**src/rtl/branch_predict_unit.sv**
```systemverilog
// branch_predict_unit: fetch-time taken/target prediction from a 2-bit saturating BHT,
// execute-time resolution from S/Z/V, BHT training, one-cycle registered flush/redirect
// on mispredict, and saturating branch/mispredict statistics.
module branch_predict_unit #(
    parameter int         PC_W      = 16,
    parameter int         DISP_W    = 8,
    parameter int         BHT_DEPTH = 16,
    parameter logic [1:0] BHT_INIT  = 2'b01,
    parameter int         CNT_W     = 16
) (
    input  logic             clk,
    input  logic             rst_n,
    input  logic [PC_W-1:0]  if_pc,
    input  logic [15:0]      if_instr,
    output logic             pred_taken,
    output logic [PC_W-1:0]  pred_target,
    input  logic             ex_valid,
    input  logic             ex_branch,
    input  logic [PC_W-1:0]  ex_pc,
    input  logic [15:0]      ex_instr,
    input  logic             ex_pred_taken,
    input  logic             flag_s,
    input  logic             flag_z,
    input  logic             flag_v,
    output logic             flush,
    output logic [PC_W-1:0]  redirect_pc,
    output logic [CNT_W-1:0] br_count,
    output logic [CNT_W-1:0] mispred_count
);
    localparam int IDX_W = $clog2(BHT_DEPTH);

    // Only cond codes 000-011 of the 10111 group are branches; the rest decode as "not a branch".
    function automatic logic is_uncond(input logic [15:0] instr);
        return instr[15:11] == 5'b10100;
    endfunction

    function automatic logic is_cond(input logic [15:0] instr);
        return (instr[15:11] == 5'b10111) && !instr[10];
    endfunction

    function automatic logic cond_met(input logic [1:0] c, input logic s, input logic z,
                                      input logic v);
        case (c)
            2'b00:   return z;
            2'b01:   return s ^ v;
            2'b10:   return z | (s ^ v);
            default: return !z;
        endcase
    endfunction

    // pc + 1 + sext(disp), wrapping modulo 2^PC_W.
    function automatic logic [PC_W-1:0] br_target(input logic [PC_W-1:0] pc,
                                                  input logic [15:0] instr);
        return pc + PC_W'(1) + PC_W'($signed(instr[DISP_W-1:0]));
    endfunction

    logic [BHT_DEPTH-1:0][1:0] bht_q, bht_d;
    logic                      flush_q, flush_d;
    logic [PC_W-1:0]           redirect_pc_q, redirect_pc_d;
    logic [CNT_W-1:0]          br_count_q, br_count_d;
    logic [CNT_W-1:0]          mispred_count_q, mispred_count_d;

    logic [IDX_W-1:0] if_idx, ex_idx;
    logic             ex_is_br, ex_actual, resolve, mispred;

    // Disp bits above the decode field are consumed only by the target adder in some widths.
    logic unused_instr_bits;
    assign unused_instr_bits = ^{if_instr, ex_instr};

    // Fetch-side prediction: reads the registered BHT, so a same-cycle update is not visible.
    always_comb begin
        if_idx      = if_pc[IDX_W-1:0];
        pred_taken  = is_uncond(if_instr) | (is_cond(if_instr) & bht_q[if_idx][1]);
        pred_target = br_target(if_pc, if_instr);
    end

    // Execute-side resolve, BHT training and next-state for flush/redirect/counters.
    always_comb begin
        ex_idx    = ex_pc[IDX_W-1:0];
        ex_is_br  = is_uncond(ex_instr) | is_cond(ex_instr);
        ex_actual = is_uncond(ex_instr) | cond_met(ex_instr[9:8], flag_s, flag_z, flag_v);
        // The instruction in execute while flush is high is wrong-path and gets squashed.
        resolve   = ex_valid & ex_branch & ex_is_br & !flush_q;
        mispred   = resolve & (ex_actual != ex_pred_taken);

        bht_d           = bht_q;
        flush_d         = mispred;
        redirect_pc_d   = redirect_pc_q;
        br_count_d      = br_count_q;
        mispred_count_d = mispred_count_q;

        if (mispred)
            redirect_pc_d = ex_actual ? br_target(ex_pc, ex_instr) : ex_pc + PC_W'(1);
        if (resolve && br_count_q != '1)
            br_count_d = br_count_q + CNT_W'(1);
        if (mispred && mispred_count_q != '1)
            mispred_count_d = mispred_count_q + CNT_W'(1);
        // Unconditional branches never train the table.
        if (resolve && is_cond(ex_instr)) begin
            if (ex_actual && bht_q[ex_idx] != 2'b11)
                bht_d[ex_idx] = bht_q[ex_idx] + 2'b01;
            else if (!ex_actual && bht_q[ex_idx] != 2'b00)
                bht_d[ex_idx] = bht_q[ex_idx] - 2'b01;
        end
    end

    // State registers; reset discards any in-flight resolve.
    always_ff @(posedge clk or negedge rst_n) begin
        if (!rst_n) begin
            bht_q           <= {BHT_DEPTH{BHT_INIT}};
            flush_q         <= 1'b0;
            redirect_pc_q   <= '0;
            br_count_q      <= '0;
            mispred_count_q <= '0;
        end else begin
            bht_q           <= bht_d;
            flush_q         <= flush_d;
            redirect_pc_q   <= redirect_pc_d;
            br_count_q      <= br_count_d;
            mispred_count_q <= mispred_count_d;
        end
    end

    assign flush         = flush_q;
    assign redirect_pc   = redirect_pc_q;
    assign br_count      = br_count_q;
    assign mispred_count = mispred_count_q;
endmodule

```
**config.mk**
```make
export PLATFORM = sky130hd
export DESIGN_NAME = branch_predict_unit
export DESIGN_NICKNAME = d
export VERILOG_FILES = /design/src/rtl/branch_predict_unit.sv
export SDC_FILE = /design/constraint.sdc
export NUM_CORES = 1
export LEC_CHECK = 0
export BUFFER_PORTS_ARGS = -buffer_cell sky130_fd_sc_hd__buf_2
export CAP_MARGIN = 20
export CORE_MARGIN = 2
export CORE_UTILIZATION = 40
export CTS_CLUSTER_SIZE = 14
export DETAILED_ROUTE_END_ITERATION = 10
export PLACE_DENSITY = 0.71
export SLEW_MARGIN = 20
export SYNTH_ARGS = -nofsm -noshare
export SYNTH_HDL_FRONTEND = slang
export SYNTH_SLANG_ARGS = --single-unit
```
**constraint.sdc**
```tcl
create_clock -name clk -period 3.71 [get_ports clk]
set_input_delay 0.5565 -clock clk [delete_from_list [all_inputs] [get_ports clk]]
set_output_delay 0.5565 -clock clk [all_outputs]
set_load 0.01 [all_outputs]
```
==> impl_metrics.yaml <==
outcome:
  status: "finished, final reports clean"
cts:
  hold_buffers: 0
  cts_buffers: 9
  cts_tree: "yes"
  numClockSinks: 81
  clk_pin_slew_ps: 60
  clock-root-buffer: "clkbuf_16"
  postCtsSetupRepairBufs: 0
  htree_levels: 3
  insertion_delay_ps: 350
  clockBufferDepth: 2
  cts_resized: 0
finish:
  drive_above_1_share_pct: 32.4
  post-route-util_pct: 48.8
  area_delta_synth_final_pct: 20.9
  design_area_um2: 7020
  final_cell_count_no_fill: 915
  nets: 842
  num_antenna_cells: 0
setup_path:
  crit_slowest_cell: "fa_1"
  cp_cell_sequence: "buf_2 > inv_1 > ha_1 > inv_1 > fa_1 > a21o_1 > a21oi_1 > nor2b_1 > a41o_1 > o221ai_1 > nand3_1 > o311ai_0 > buf_2"
  critPathMaxStageDelay_ps: 390
  crit_path_start_kind: "primary input"
  reg2reg_depth: 7
  worst-path-max-fanout: 5
  path_delay_family: "compound AO/OA/AOI/OAI gates"
  crit_type: "in -> out"
  ff2ff_setup_slack_ps: 900
  r2r_start: "bht_q[7]"
  cp.required_ps: 3150
  cp_num_buf_inv: 4
  end_kind: "primary output"
  cp.arrival_ps: 2820
  timing.rr.end: "bht_q[7]"
place:
  gp_congestion: 0.826
  placed_cells: 899
  dp_hpwl_um: 10400
  place_ws_ps: 280
  postPlaceCellArea_um2: 6710
  port_buffers: 135
pwr:
  p_leak_nw: 3.48
  ir_drop_mv: 0.266
  finalPower_mw: 2.50
  clockPowerShare_pct: 36.7
  switching_share_pct: 30.6
  switchingPower_mw: 0.765
  p_int_mw: 1.73
  seq_power_share_pct: 38.6
  powerDensity_nw_per_um2: 356
  p_comb_share_pct: 24.6
sta:
  slew_violations: 0
  rsz0062_at_grt: "no"
  max_freq_ghz: 0.296
  finalHoldViolCount: 0
  worst_pin_slew_ps: 735
  slew_headroom_pct: 51.0
  fin_crit_sh_pct: 91.0
  timing.final.ws_setup_ps: 335
  final-setup-viol-count: 0
  whs_ps: 244
  fin_crit_ps: 3370
  skew_ps: 8.17
  finalSetupTns_ps: 0
floorplan:
  core_area_um2: 14400
  initial_utilization_pct: 40.4
  rows: 44
  die_area_um2: 15500
  floorplan.die.height_um: 124
  num_io_pins: 138
  die_w_um: 124
drt:
  drc: 0
  drtAntennaViolNets: 0
  avgRoutedWirePerCell_um: 15.0
  dr.pass1.iters: 4
  dr_total_vias: 4840
  route.final.wire_length_um: 13700
  drtIter0Drc: 136
  viasPerCell: 5.29
yosys:
  synthAdderAreaFrac_pct: 9.75
  synth-compound-area-share_pct: 12.4
  synthesis.nets: 702
  synth_simple_gate_area_share_pct: 16.5
  postSynth.asyncResetShare_pct: 100
  synth.area.mux_share_pct: 13.0
  synth_seq_cells: 81
  avgSynthCellArea_um2: 9.90
  synth_top_family_by_area: "simple AND/OR/NAND/NOR gates"
  ys_seq_area_share_pct: 35.3
  ys_warn_count: 0
  synth_cells: 586
  synth_edf_count: 0
  synth.cell_area_um2: 5800
  synth_xor_area_share_pct: 10.6
  ys_types: 62
  synth_flop_cell: "dfrtp_1"
global_route:
  grt_max_degree: 82
  grt-ovfl-total: 0
  grt_usage_pct: 17.9
  grt_pass1_wl_um: 22900
  grt_pass1_vias: 4695
  antenna_found_initial: 0
flow_run:
  maxCapViolCount: 0
worst_hold_path:
  min_path_type: "in -> async"
[per-layer routing]
metal,track usage (%),share of wire (%),routed length (um),vias up
met1,24.9,48,6590,2292
met4,4.96,1.1,145,0
met3,4.17,5.4,746,10
met2,27.9,45,6210,129
met5,0,0,0,-
li1,-,-,-,2409
[worst max path at each step]
| stage | from | end | slack [ps] | cells past startpoint |
|---|---|---|---|---|
| after floorplan | ex_pc[0] | redirect_pc[14] | 410 | 11 |
| final | if_pc[0] | pred_target[14] | 340 | 13 |
| after detailed placement | ex_pc[1] | bht_q[7] | 280 | 11 |
| after global routing | if_pc[0] | pred_target[14] | 140 | 13 |
| after CTS | if_pc[0] | pred_target[14] | 340 | 13 |
| after global placement | ex_pc[0] | bht_q[31] | 140 | 7 |
[cell usage in the layout, fill, tap and decap left out, drive strengths merged, types with 4 or more instances in the layout]
cell type | synthesis | final
nand3 | 31 | 31
dfstp | 16 | 16
o211ai | 4 | 4
nor2b | 7 | 7
nand4 | 14 | 14
a211oi | 4 | 4
a21oi | 32 | 32
xnor2 | 48 | 48
and3 | 12 | 12
nand2b | 5 | 5
a31oi | 16 | 16
and2 | 4 | 4
nor2 | 35 | 35
nand2 | 64 | 64
a21o | 12 | 12
o21ai | 15 | 15
mux4 | 13 | 13
inv | 18 | 21
mux2 | 38 | 38
buf | 13 | 146
dfrtp | 65 | 65
clkbuf | 4 | 9
ha | 42 | 42
nor3 | 5 | 5
xor2 | 22 | 22
[cells in the mapped netlist, types with 5 or more instances]
master	instances	area (um^2)
dfrtp_1	65	1630
nand2_1	62	233
xnor2_1	48	420
ha_1	42	526
mux2_2	37	417
nor2_1	35	131
a21oi_1	31	155
nand3_1	31	155
xor2_1	22	193
inv_1	18	67.6
a31oi_1	16	100
dfstp_2	16	420
nand4_1	14	87.6
o21ai_0	14	70.1
mux4_2	13	293
a21o_1	12	90.1
and3_1	12	75.1
buf_2	9	45.0
nor2b_1	7	43.8
nand2b_1	5	31.3
nor3_1	5	25.0
[area by class of cell]
| cell class | count | area [um^2] |
|---|---|---|
| Sequential cell | 81 | 2050 |
| Tap cell | 184 | 230 |
| Timing Repair Buffer | 146 | 762 |
| Clock inverter | 7 | 77.6 |
| Clock buffer | 9 | 225 |
| Fill cell | 1356 | 7350 |
| Multi-Input combinational cell | 470 | 3610 |
| Inverter | 18 | 67.6 |
[power groups by stage]
stage               clock network, mW  registers [mW]  logic (mW)
finish                          0.917           0.964       0.615
global route                    0.982           0.969       0.691
floorplan                           0           0.998       0.369
CTS                             0.939           0.965       0.618
detailed placement                  0           0.980       0.614
global placement                    0           0.977       0.607
[worst register-to-register path: stages, from the launching register on]
cell and delay, ps:
dfrtp_1 400, mux4_2 490, mux4_2 480, ha_1 220, mux2i_1 150, and2_1 420
nand3_1 230, mux2_2 320
[logic make-up after synthesis]
logic type | after synthesis
xor+xnor | 70
compound gates | 109
buf+inv | 35
flops | 81
simple gates | 193
fa+ha+maj | 44
mux | 54
Note: power is estimated with default switching activity, not from simulation.
